--- config.mk ---
export PLATFORM = sky130hd
export DESIGN_NAME = fifo_cd_arbiter
export DESIGN_NICKNAME = d
export VERILOG_FILES = /design/src/rtl/fifo_cd_arbiter.sv
export SDC_FILE = /design/constraint.sdc
export NUM_CORES = 1
export LEC_CHECK = 0
export ABC_CLOCK_PERIOD_IN_PS = 5400
export BUFFER_PORTS_ARGS = -buffer_cell sky130_fd_sc_hd__clkbuf_2
export CORE_MARGIN = 5
export CORE_UTILIZATION = 45
export DETAILED_ROUTE_END_ITERATION = 10
export PLACE_DENSITY = 0.71
export SKIP_LAST_GASP = 1
export SLEW_MARGIN = 20
export SYNTH_ARGS = -nofsm -noshare
export SYNTH_HDL_FRONTEND = slang
export SYNTH_SLANG_ARGS = --single-unit
export TNS_END_PERCENT = 50
--- constraint.sdc ---
create_clock -name clk -period 5.4 [get_ports clk]
set_input_delay 0.27 -clock clk [delete_from_list [all_inputs] [get_ports clk]]
set_output_delay 0.27 -clock clk [all_outputs]
set_load 0.05 [all_outputs]
--- src/rtl/fifo_cd_arbiter.sv ---
// Two-producer round-robin write arbiter feeding an 8-entry synchronous FIFO.
// Optional macro FIFO_CD_ARB_SRCTAG_EN stores the winning port with each word and presents it on m_src.
module fifo_cd_arbiter #(
    parameter  int DW    = 8,
    parameter  int DEPTH = 8,
    localparam int AW    = $clog2(DEPTH)
) (
    input  logic          clk,
    input  logic          rst_n,
    input  logic          s0_valid,
    input  logic [DW-1:0] s0_data,
    output logic          s0_ready,
    input  logic          s1_valid,
    input  logic [DW-1:0] s1_data,
    output logic          s1_ready,
    output logic          m_valid,
    output logic [DW-1:0] m_data,
    output logic          m_src,
    input  logic          m_ready,
    output logic [AW:0]   count,
    output logic          full,
    output logic          empty
);

`ifdef FIFO_CD_ARB_SRCTAG_EN
    localparam int MW = DW + 1;
`else
    localparam int MW = DW;
`endif

    localparam logic [AW:0] FULL_CNT = (AW + 1)'(DEPTH);

    logic [AW-1:0] wr_ptr_q, wr_ptr_d;
    logic [AW-1:0] rd_ptr_q, rd_ptr_d;
    logic [AW:0]   count_q, count_d;
    logic          last_grant_q, last_grant_d;
    logic [MW-1:0] mem_q [DEPTH];

    logic          push0, push1, push, pop;
    logic [MW-1:0] wdata;
    logic [MW-1:0] head;

    assign full  = (count_q == FULL_CNT);
    assign empty = (count_q == '0);
    assign count = count_q;

    // last_grant names the port that won most recently; the other port wins the next contention.
    assign s0_ready = !full && (!s1_valid || last_grant_q);
    assign s1_ready = !full && (!s0_valid || !last_grant_q);

    assign push0 = s0_valid && s0_ready;
    assign push1 = s1_valid && s1_ready;
    assign push  = push0 || push1;
    assign pop   = m_valid && m_ready;

`ifdef FIFO_CD_ARB_SRCTAG_EN
    assign wdata = push1 ? {1'b1, s1_data} : {1'b0, s0_data};
`else
    assign wdata = push1 ? s1_data : s0_data;
`endif

    assign head    = mem_q[rd_ptr_q];
    assign m_valid = !empty;
    assign m_data  = empty ? '0 : head[DW-1:0];
`ifdef FIFO_CD_ARB_SRCTAG_EN
    assign m_src   = empty ? 1'b0 : head[DW];
`else
    assign m_src   = 1'b0;
`endif

    // NOTE: every variable gets a default at the top of always_comb so no path can infer a latch.
    always_comb begin
        wr_ptr_d     = wr_ptr_q;
        rd_ptr_d     = rd_ptr_q;
        count_d      = count_q;
        last_grant_d = last_grant_q;
        if (push) begin
            wr_ptr_d     = wr_ptr_q + AW'(1);
            last_grant_d = push1;
        end
        if (pop) begin
            rd_ptr_d = rd_ptr_q + AW'(1);
        end
        case ({push, pop})
            2'b10:   count_d = count_q + (AW + 1)'(1);
            2'b01:   count_d = count_q - (AW + 1)'(1);
            default: count_d = count_q;
        endcase
    end

    // NOTE: sequential state uses non-blocking assignments so all registers update from pre-edge values.
    always_ff @(posedge clk or negedge rst_n) begin
        if (!rst_n) begin
            wr_ptr_q     <= '0;
            rd_ptr_q     <= '0;
            count_q      <= '0;
            last_grant_q <= 1'b1;
        end else begin
            wr_ptr_q     <= wr_ptr_d;
            rd_ptr_q     <= rd_ptr_d;
            count_q      <= count_d;
            last_grant_q <= last_grant_d;
        end
    end

    // NOTE: storage has no reset; count gates m_data/m_src so stale words are never visible.
    always_ff @(posedge clk) begin
        if (push) begin
            mem_q[wr_ptr_q] <= wdata;
        end
    end

endmodule
==> metrics.csv <==
metric,value,unit
register area,2200,um2
DR iter-0 viols,91,
CTS sink cnt,75,
Tcrit/Tclk final,47.0,%
CTS tree,yes,
fin. max-slew vios,0,
worst-skew pair later-pin latency,340,ps
minimum clock period,2540,ps
status,"complete, no violations",
maxcap violations,0,
maximum VDD drop,0.355,mV
Worst EP arrival,2760,ps
drt pass-1 iters,4,
setup repair bufs after CTS,0,
Mapped Cells,177,
Hold Fails Final Rpt,0,
"flops & latches, synth",75,
worst-path maximum fanout,7,
worst-case reg-to-reg path depth,9,
root buffer cell,clkbuf_8,
Setup WS pre-CTS,2860,ps
hold_sp,s0_valid,
largest net degree at the start of global routing,19,
vias,1659,
footprint of the multi-input gates,931,um2
PostCTS Resize Cnt,0,
HPWL Detailed,3780,um
Core Region,6830,um2
Slew Limit Headroom,41.5,%
final setup vio count,0,
PD cells,641,nW/um2
Worst Tran Pin Value,874,ps
vias per cell,5.12,
Hold Path Stages,5,
I/O pin count,39,
total grt overflow,0,
Critical Path End Type,register,
Post-DRT Antenna Nets,0,
CTS buffer count,9,
Longest Clk Path Bufs,2,
CTS hold repair buffers,1,
Crit path required time,5620,ps
"Avg Cell Area, Syn",18.0,um2
Worst Skew,11.3,ps
Post-Route Utilization,54.6,%
post-DR wirelength/cell,17.8,um
Rows,30,
"Worst Setup Slack, final",2860,ps
unrepaired setup endpoints after global routing,false,
post-synthesis sequential area ratio,69.1,%
gr usage total,15.0,%
worst flop-to-flop path startpoint,count[2],
post-synthesis cell area,3180,um2
vias in the first global route,1744,
nets,249,
die height,94.1,um
share of layout cells above drive strength 1,39.0,%
worst hold path class,in -> reg,
Filler cells,556,
r2r endpoint,count[2],
I/O Buffers,37,
Ys Warns,0,
CP Class,reg -> reg,
WHS Endpoint,wr_ptr_q[1],
fmax,394,MHz
Clock Pin Slew Worst Setup and Hold Paths,80,ps
Fin Setup TNS,0,ps
final wirelength,5780,um
Synth cell types,34,
r2r setup slk,2860,ps
CP Launch Type,register,
global-route wire length before repair,9460,um
post-synthesis net count,203,
Die W,94.1,um
initial core utilization,46.5,%
routability congestion estimate from global placement,0.714,
total die area,8850,um2
Overall Power,2.39,mW
Post-route DRC,0,
antenna violations before repair,0,
n_diodes,0,
H-tree lvl count,3,
P_leak,1.37,nW
Layout area overhead,17.2,%
-- per-stage QoR --
step                hold slack, ps  instances  instance area [um2]
finish                         332        324                 3730
CTS                            330        324                 3730
global placement               176        307                 3480
detailed placement             178        307                 3480
floorplan                    -25.6        177                 3180
global route                   332        324                 3730
-- synthesized netlist by cell type --
cell type	number	share of area (%)
and2_1	1	0.20
a21oi_1	4	0.63
clkinv_1	1	0.12
nor3b_1	1	0.24
nand2b_1	3	0.59
nand2_1	7	0.83
edfxtp_1	64	60
nor2_1	15	1.8
mux4_2	16	11
buf_2	1	0.16
nor4_1	1	0.20
mux2i_1	8	2.5
clkbuf_2	1	0.16
a41oi_1	1	0.28
a211o_1	1	0.28
nand3b_1	1	0.24
conb_1	1	0.12
ha_1	5	2.0
nor4b_2	1	0.47
xor2_1	5	1.4
buf_1	2	0.24
nand2_2	1	0.20
inv_1	1	0.12
buf_6	1	0.35
dfstp_2	1	0.83
o21ai_0	1	0.16
dfrtp_1	10	7.9
inv_2	1	0.12
buf_4	2	0.47
xnor2_1	4	1.1
or4_4	1	0.35
nor3_1	4	0.63
mux2_4	1	0.47
mux2_2	9	3.2
-- worst max path at each step --
stage               slack (ps)  cells past startpoint        start        end
floorplan                 2010                     10     count[2]   count[2]
global placement          2870                     10     count[2]   count[2]
detailed placement        2860                     10     count[2]   count[2]
CTS                       2540                      4  rd_ptr_q[0]  m_data[2]
global route              2640                     10     count[2]   count[2]
finish                    2860                      9     count[2]   count[2]
-- layer usage --
| metal | global-route usage (%) | part of all wire (%) | vias up |
|---|---|---|---|
| met5 | 0 | 0 | - |
| met4 | 5.42 | 2.9 | 0 |
| met3 | 4.65 | 4.2 | 13 |
| met2 | 22.8 | 48 | 41 |
| li1 | - | - | 778 |
| met1 | 20.3 | 45 | 827 |
-- layout make-up --
class	count	area share, %
clock inverter	7	3.12
sequential	75	59.0
clock buffer	9	3.32
multi-input combinational	92	25.0
inverter	3	0.302
timing repair buffer	42	6.04
tap	96	3.22
-- registers in the layout, indices dropped and copies added, names as in the netlist --
name          flops
last_grant_q      1
rd_ptr_q          3
count             4
wr_ptr_q          3
mem_q            64
-- where the power goes --
part	switching [mW]	internal (mW)	total [mW]
clock network	0.198	0.306	0.504
logic	0.580	0.338	0.918
registers	0.162	0.806	0.968
total	0.940	1.45	2.39
-- cell usage in the layout, fill, tap and decap left out, types with 2 or more instances in the layout --
cell / Yosys / final
a21oi_1: 4 / 4
mux2_2: 9 / 9
xnor2_1: 4 / 4
clkinv_4: 0 / 2
edfxtp_1: 64 / 64
mux4_2: 16 / 16
clkbuf_2: 1 / 37
clkbuf_8: 0 / 9
clkinv_1: 1 / 2
xor2_1: 5 / 5
mux2i_1: 8 / 8
ha_1: 5 / 5
nand2b_1: 3 / 3
buf_4: 2 / 4
nand2_1: 7 / 7
nor3_1: 4 / 3
dfrtp_1: 10 / 9
bufinv_16: 0 / 3
nor2_1: 15 / 15
-- critical path, stage by stage (launching register included) --
cell,delay (ps)
dfrtp_1,470
or4_4,570
and2_1,250
ha_1,280
xor2_1,170
ha_1,190
a21oi_1,140
xor2_1,160
nor2_1,60
xor2_1,140
-- logic make-up after synthesis --
family,after synthesis,share of synthesized area [%]
adder cells (fa/ha/maj),5,1.97
AO/OA/AOI/OAI,7,1.34
AND/OR/NAND/NOR,36,5.71
other,1,0.118
flip-flops,75,69.1
XOR/XNOR,9,2.48
buffers and inverters,10,1.73
multiplexers,34,17.5
No activity file was read; power rests on OpenSTA's default activity.
